**src/rtl/booth_dispatch.sv**
```systemverilog
// Operand FIFO, single-job issue and result register wrapped around an external
// Booth multiplier that uses a start/done handshake.
module booth_dispatch #(
  parameter int unsigned DEPTH   = 4,
  parameter int unsigned TIMEOUT = 32
) (
  input  logic                     clk,
  input  logic                     rst,
  input  logic                     in_valid,
  output logic                     in_ready,
  input  logic [7:0]               in_m,
  input  logic [7:0]               in_r,
  output logic                     out_valid,
  input  logic                     out_ready,
  output logic [15:0]              out_ans,
  output logic [7:0]               mult_m,
  output logic [7:0]               mult_r,
  output logic                     mult_start,
  input  logic [15:0]              mult_ans,
  input  logic                     mult_done,
  output logic [$clog2(DEPTH):0]   count,
  output logic                     busy,
  output logic                     err
);

  localparam int unsigned PW = $clog2(DEPTH);
  localparam int unsigned CW = PW + 1;
  localparam int unsigned TW = $clog2(TIMEOUT);

  typedef struct packed {
    logic [7:0] m;
    logic [7:0] r;
  } pair_t;

  typedef enum logic [1:0] {
    S_IDLE  = 2'd0,
    S_ISSUE = 2'd1,
    S_WAIT  = 2'd2
  } state_t;

  state_t        state;
  state_t        state_nx;
  pair_t         mem [DEPTH];
  logic [PW-1:0] wr_ptr;
  logic [PW-1:0] rd_ptr;
  logic [TW-1:0] tmo_cnt;
  logic          push;
  logic          start_job;
  logic          capture;
  logic          time_out;
  logic          tmo_inc;
  logic          tmo_last;

  // Status flags depend on registered state only.
  assign in_ready = (count != CW'(DEPTH));
  assign busy     = (state != S_IDLE);
  assign push     = in_valid && in_ready;
  assign tmo_last = (tmo_cnt == TW'(TIMEOUT - 1));

  always_ff @(posedge clk or negedge rst) begin
    if (!rst) state <= S_IDLE;
    else      state <= state_nx;
  end

  always_comb begin
    state_nx = state;
    case (state)
      S_IDLE:  if ((count != '0) && !out_valid) state_nx = S_ISSUE;
      S_ISSUE: state_nx = S_WAIT;
      S_WAIT:  if (mult_done || tmo_last) state_nx = S_IDLE;
      default: state_nx = S_IDLE;
    endcase
  end

  // Per-cycle datapath strobes decoded from the current state.
  always_comb begin
    start_job = 1'b0;
    capture   = 1'b0;
    time_out  = 1'b0;
    tmo_inc   = 1'b0;
    case (state)
      S_IDLE: start_job = (count != '0) && !out_valid;
      S_WAIT: begin
        if (mult_done)     capture  = 1'b1;
        else if (tmo_last) time_out = 1'b1;
        else               tmo_inc  = 1'b1;
      end
      default: ;
    endcase
  end

  // Storage has no reset; occupancy tracking alone decides what is valid.
  always_ff @(posedge clk) begin
    if (push) mem[wr_ptr] <= '{m: in_m, r: in_r};
  end

  always_ff @(posedge clk or negedge rst) begin
    if (!rst) begin
      wr_ptr <= '0;
      rd_ptr <= '0;
      count  <= '0;
    end else begin
      if (push)      wr_ptr <= wr_ptr + PW'(1);
      if (start_job) rd_ptr <= rd_ptr + PW'(1);
      count <= count + CW'(push) - CW'(start_job);
    end
  end

  always_ff @(posedge clk or negedge rst) begin
    if (!rst) begin
      mult_m     <= '0;
      mult_r     <= '0;
      mult_start <= 1'b0;
      tmo_cnt    <= '0;
    end else begin
      mult_start <= start_job;
      if (start_job) begin
        mult_m <= mem[rd_ptr].m;
        mult_r <= mem[rd_ptr].r;
      end
      if (state == S_ISSUE) tmo_cnt <= '0;
      else if (tmo_inc)     tmo_cnt <= tmo_cnt + TW'(1);
    end
  end

  // Single-entry result register; a timed-out job leaves it untouched.
  always_ff @(posedge clk or negedge rst) begin
    if (!rst) begin
      out_valid <= 1'b0;
      out_ans   <= '0;
      err       <= 1'b0;
    end else begin
      if (capture) begin
        out_valid <= 1'b1;
        out_ans   <= mult_ans;
      end else if (out_valid && out_ready) begin
        out_valid <= 1'b0;
      end
      if (time_out) err <= 1'b1;
    end
  end

endmodule

```
**config.mk**
```make
export PLATFORM = sky130hd
export DESIGN_NAME = booth_dispatch
export DESIGN_NICKNAME = d
export VERILOG_FILES = /design/src/rtl/booth_dispatch.sv
export SDC_FILE = /design/constraint.sdc
export NUM_CORES = 1
export LEC_CHECK = 0
export ABC_CLOCK_PERIOD_IN_PS = 2600
export CAP_MARGIN = 40
export CORE_MARGIN = 2
export CORE_UTILIZATION = 50
export DETAILED_ROUTE_END_ITERATION = 7
export PLACE_DENSITY_LB_ADDON = 0.3
export SYNTH_ARGS = -nofsm -noshare
export SYNTH_HDL_FRONTEND = slang
export SYNTH_SLANG_ARGS = --single-unit
export TNS_END_PERCENT = 50
```
**constraint.sdc**
```tcl
create_clock -name clk -period 2.6 [get_ports clk]
set_input_delay 0.39 -clock clk [delete_from_list [all_inputs] [get_ports clk]]
set_output_delay 0.39 -clock clk [all_outputs]
set_load 0.02 [all_outputs]
```
==> flow_metrics.tcl, run 1 <==
set metrics [dict create \
    status "complete, no violations" \
    grt_pass1_wl_mm 13.8 \
    die_h_um 98.2 \
    fin_area_mm2 0.00596 \
    synthDistinctLibCells 34 \
    required_ns 2.21 \
    period_share_pct 92.0 \
    drive_gt1_share_pct 27.4 \
    area_growth_pct 34.5 \
    crit_start "state[0]" \
    crit_path_top_delay_cell "clkdlybuf4s50_1" \
    portBuffers 76 \
    relSlewSlack_pct 53.6 \
    h-tree-depth 4 \
    synth_xor_area_share_pct 0.988 \
    synthTopCellsByArea "edfxtp_1 43%, dfrtp_1 28%, mux4_2 8.1%" \
    synthMuxAreaShare_pct 17.7 \
    die_w_um 98.2 \
    synth.avg_cell_area_um2 19.4 \
    dpl_cell_area_mm2 0.00536 \
    p_per_area_mw_per_mm2 1330 \
    ant_nets 0 \
    hold_buffers 1 \
    ios 77 \
    synth_area_mm2 0.00443 \
    p_sw_mw 2.36 \
    grt_usage_pct 19.1 \
    path_cells "or2_1, clkdlybuf4s50_1" \
    grt_max_degree 22 \
    min_period_ns 2.39 \
    busiest_layer "met2" \
    post_cts_buffers 0 \
    r2r_slack_ns 0.22 \
    ys.warnings.count 0 \
    synth-compound-area-share_pct 2.40 \
    overflow 0 \
    p_sw_share_pct 29.9 \
    wirelength_mm 8.45 \
    cts_tree "built" \
    place_hpwl_mm 5.26 \
    fmax_mhz 418 \
    report.power.total_mw 7.91 \
    use_met1_pct 23.9 \
    clockPowerShare_pct 29.2 \
    antenna_found_initial 0 \
    r2r.worst_path.cells 9 \
    vias_per_cell 5.47 \
    path_delay_family "buffers and inverters" \
    rsz0062_at_grt "false" \
    cts_max_path_buffers 2 \
    tns_ns 0 \
    use_met2_pct 32.2 \
    wl_per_cell_um 18.9 \
    max_slew.worst_pin.slew_ns 0.694 \
    synth_top_area_share_pct 43.4 \
    clkLatencyLatePin_ns 0.51 \
    ctsResizeCount 0 \
    cts_buffers 17 \
    synth_flop_cell "edfxtp_1" \
    root_buffer "clkbuf_8" \
    synth.most_common_cell "edfxtp_1" \
    grt_use_met3_pct 5.51 \
    grt_pass1_vias 2672 \
    core_area_mm2 0.00868 \
    syn_nets 275 \
    criticalPathCategory "flip-flop to output pin" \
    synth.top_cells.by_count "64 x edfxtp_1, 49 x dfrtp_1, 27 x mux2_2" \
    pre_cts_ws_ns 0.160 \
    regToRegStartpoint "count[2]" \
    seq_power_share_pct 35.7 \
    antennaDiodeCount 0 \
    syn-instance-count 229 \
    drc 0 \
    fin_ws_ns 0.209 \
    via_count 2447 \
    power_leakage_nw 2.34 \
    dp.cells 414 \
    die-area_mm2 0.00964 \
    final_max_slew_viol_count 0 \
    final_nets 372 \
    synth_seq_cells 113 \
    critPathArrivalTime_ns 2.00 \
    rows 34 \
    yosys.area_share.adder_pct 2.71 \
    gp_congestion 0.809 \
    fin_skew_ns 0.0129 \
    stdcell_count 447 \
    firstDrtPassIters 4 \
    cp_max_fo 12 \
    synth_top_family_by_area "multiplexers" \
    start_util_pct 51.1 \
    slowest_delay_ns 0.69 \
    setup_viol 0 \
    yosys.area_share.simple_pct 2.91 \
    async_flop_share_pct 43.4 \
    combPwrFrac_pct 35.2 \
    drtIter0Drc 129 \
    drv_cap 0 \
    p_int_mw 5.54 \
    path_clk_slew_ns 0.05 \
    hold_class "primary input to asynchronous set/reset pin" \
    worst-path-stages 2 \
    cp-start-kind "flip-flop" \
    cp-end-kind "output pin" \
    synth-edff-count 64 \
    ys_seq_area_share_pct 71.0 \
    synth_top_cell_by_area "edfxtp_1" \
    hold_violations 0 \
    peakVddDrop_v 0.000662 \
    clock_sinks 113 \
    crit_buf_inv 1 \
]
==> metrics by stage <==
stage	util (%)	hold slack [ns]
after CTS	68.7	0.360
after global routing	68.7	0.391
after floorplan	-	0.0944
final	68.7	0.367
after detailed placement	61.7	0.354
after global placement	61.4	0.457
==> cell type report <==
class	instances	area [um2]
clock buffers	20	435
clock inverters	12	164
fillers	604	2710
inverters	10	37.5
multi-input cells	97	1180
flip-flops and latches	113	3150
well taps	108	135
repair buffers	87	861
==> power by group through the flow <==
stage	clock [mW]	combinational [mW]	sequential, mW
2_1_floorplan	0	1.46	3.09
3_3_place_gp	0	2.70	2.80
3_5_place_dp	0	2.78	2.84
4_1_cts	2.35	2.83	2.83
5_1_grt	2.43	2.97	2.89
6_report	2.31	2.78	2.82
==> worst paths after layout <==
path	to
max in group asynchronous	count[0]
max reg2reg	count[2]
min in group clk	err
min	mult_r[1]
min reg2reg	err
max	busy
==> flip-flops by register name (all words and copies together) (netlist names) <==
register and count:
mult_r 8, mult_start 1, out_ans 16, rd_ptr 2, mem 64, mult_m 8
count 3, out_valid 1, wr_ptr 2, err 1, state 2, tmo_cnt 5
==> routing by layer <==
layer / vias up / share of wire (%)
li1: 1074 / -
met1: 1265 / 42
met2: 98 / 52
met3: 10 / 5.8
met4: 0 / 1.1
met5: - / 0
==> placed cells by master, fill, tap and decap left out, drive strengths merged, types with 2 or more instances in the layout <==
cell           instances
dfrtp                 49
a311oi                 2
mux2                  35
xor2                   2
edfxtp                64
and2                   2
clkbuf                20
xnor2                  3
clkdlybuf4s50         75
ha                     8
nor3                   4
buf                   11
clkinv                 7
bufinv                 4
a31o                   2
and3                   6
mux4                  16
a22o                   5
inv                   10
==> cells by family (layout without fill, tap and decap cells) <==
logic type	after synthesis	in the layout
flip-flops	113	113
multiplexers	51	51
AND/OR/NAND/NOR	19	19
buffers and inverters	19	129
AO/OA/AOI/OAI	13	13
adder cells (fa/ha/maj)	9	9
XOR/XNOR	5	5
Note: power is estimated with default switching activity, not from simulation.
==> run 2, diff against run 1 <==
--- a/config.mk
+++ b/config.mk
@@ -8,7 +8,7 @@
 export ABC_CLOCK_PERIOD_IN_PS = 2600
 export CAP_MARGIN = 40
 export CORE_MARGIN = 2
-export CORE_UTILIZATION = 50
+export CORE_UTILIZATION = 52
 export DETAILED_ROUTE_END_ITERATION = 7
 export PLACE_DENSITY_LB_ADDON = 0.3
 export SYNTH_ARGS = -nofsm -noshare
==> flow_metrics.tcl, run 2 (synthesis results as in run 1) <==
set metrics [dict create \
    ios 77 \
    drive_gt1_share_pct 26.4 \
    grt_pass1_vias 2438 \
    p_per_area_mw_per_mm2 1300 \
    core_area_mm2 0.00826 \
    hold_violations 0 \
    met1_length_mm 3.58 \
    peakVddDrop_v 0.000706 \
    drc 0 \
    largest_registers "mem x64, out_ans x16" \
    clock_sinks 113 \
    dpl_cell_area_mm2 0.00532 \
    clkLatencyLatePin_ns 0.51 \
    post_cts_buffers 0 \
    ant_nets 0 \
    cp-end-kind "output pin" \
    p_sw_share_pct 30.4 \
    hold_class "primary input to asynchronous set/reset pin" \
    path_delay_family "buffers and inverters" \
    place_hpwl_mm 5.12 \
    cts_tree "built" \
    crit_path_top_delay_cell "clkdlybuf4s50_1" \
    cp-start-kind "flip-flop" \
    gp_congestion 0.807 \
    rows 33 \
    fin_util_pct 71.1 \
    grt_usage_pct 19.8 \
    rsz0062_at_grt "false" \
    top_register "mem" \
    path_cells "or2_1, clkdlybuf4s50_1" \
    p_sw_mw 2.33 \
    final_max_slew_viol_count 0 \
    mostFrequentLayoutCell "clkdlybuf4s50_1" \
    grt_pass1_wl_mm 12.8 \
    die-area_mm2 0.00928 \
    tns_ns 0 \
    report.power.total_mw 7.65 \
    top_layer_used "met4" \
    wl_met3_um 587 \
    portBuffers 76 \
    fmax_mhz 427 \
    start_util_pct 53.7 \
    wl_per_cell_um 18.8 \
    drtIter0Drc 156 \
    fin_area_mm2 0.00587 \
    die_h_um 96.3 \
    h-tree-depth 4 \
    cts_buffers 17 \
    via_count 2388 \
    antenna_found_initial 0 \
    power_leakage_nw 2.30 \
    firstDrtPassIters 4 \
    slowest_delay_ns 0.67 \
    die_w_um 96.3 \
    grt_max_degree 37 \
    clockPowerShare_pct 27.4 \
    p_int_mw 5.33 \
    wirelength_mm 8.29 \
    root_buffer "clkbuf_8" \
    setup_viol 0 \
    fin_skew_ns 0.00703 \
    path_clk_slew_ns 0.05 \
    overflow 0 \
    drv_cap 0 \
    stdcell_count 442 \
    vias_per_cell 5.40 \
    min_period_ns 2.34 \
    criticalPathCategory "flip-flop to output pin" \
    final_cell_mix "75 x clkdlybuf4s50_1, 64 x edfxtp_1, 49 x dfrtp_1, 27 x mux2_2, 17 x clkbuf_16" \
    required_ns 2.21 \
    combPwrFrac_pct 36.0 \
    status "complete, no violations" \
    pre_cts_ws_ns 0.163 \
    seq_power_share_pct 36.6 \
    fin_ws_ns 0.259 \
    nFillCells 543 \
    area_growth_pct 32.4 \
    largest_register_ffs 64 \
    period_share_pct 90.0 \
    critPathArrivalTime_ns 1.95 \
    cts_max_path_buffers 2 \
    hold-worst-slack_ns 0.332 \
    dp.cells 409 \
    crit_buf_inv 1 \
    relSlewSlack_pct 53.7 \
    max_slew.worst_pin.slew_ns 0.693 \
    final_nets 370 \
    antennaDiodeCount 0 \
    cp_max_fo 11 \
    route.met2.wl_mm 3.97 \
]
run 2: timing repair:
item,4_1_cts,5_1_grt
hold buffers,1,0
resized for setup,0,0
endpoints found under the hold margin,13,0
endpoints found under the setup margin,0,0
run 2: per-layer routing:
layer | vias up | global-route usage [%]
met1 | 1206 | 25.6
met5 | - | 0
met3 | 13 | 7.83
met2 | 94 | 30.6
li1 | 1075 | -
met4 | 0 | 7.28
run 2: power by group through the flow:
stage,Combinational (mW),Clock (mW),Sequential (mW)
4_1_cts,2.80,2.13,2.81
3_5_place_dp,2.77,0,2.83
3_3_place_gp,2.72,0,2.80
6_report,2.75,2.10,2.81
2_1_floorplan,1.46,0,3.09
5_1_grt,2.96,2.22,2.87
run 2: path summary, 6_finish.rpt:
check,slack (ns),depth (start not counted),start,to
min,0.33,2,rst,mult_r[5]
max reg2reg,0.30,9,count[1],count[2]
min in group clk,0.45,2,out_ready,out_valid
max in group asynchronous,1.47,3,rst,rd_ptr[1]
min reg2reg,0.50,1,out_ans[5],out_ans[5]
max,0.26,2,state[1],busy
run 2: final cells by class:
cell class | instances | area, um2 | share of cell area [%]
Sequential cell | 113 | 3150 | 53.6
Tap cell | 105 | 131 | 2.24
Clock buffer | 26 | 489 | 8.33
Timing Repair Buffer | 85 | 826 | 14.1
Clock inverter | 6 | 55.1 | 0.938
Inverter | 10 | 37.5 | 0.639
Multi-Input combinational cell | 97 | 1180 | 20.2
==> run 3, diff against run 2 <==
--- a/config.mk
+++ b/config.mk
@@ -10,6 +10,7 @@
 export CORE_MARGIN = 2
 export CORE_UTILIZATION = 52
 export DETAILED_ROUTE_END_ITERATION = 7
+export GPL_ROUTABILITY_DRIVEN = 0
 export PLACE_DENSITY_LB_ADDON = 0.3
 export SYNTH_ARGS = -nofsm -noshare
 export SYNTH_HDL_FRONTEND = slang
==> results of run 3 <==
Same layout as run 2: the final DEF is identical, and so are final timing and power.
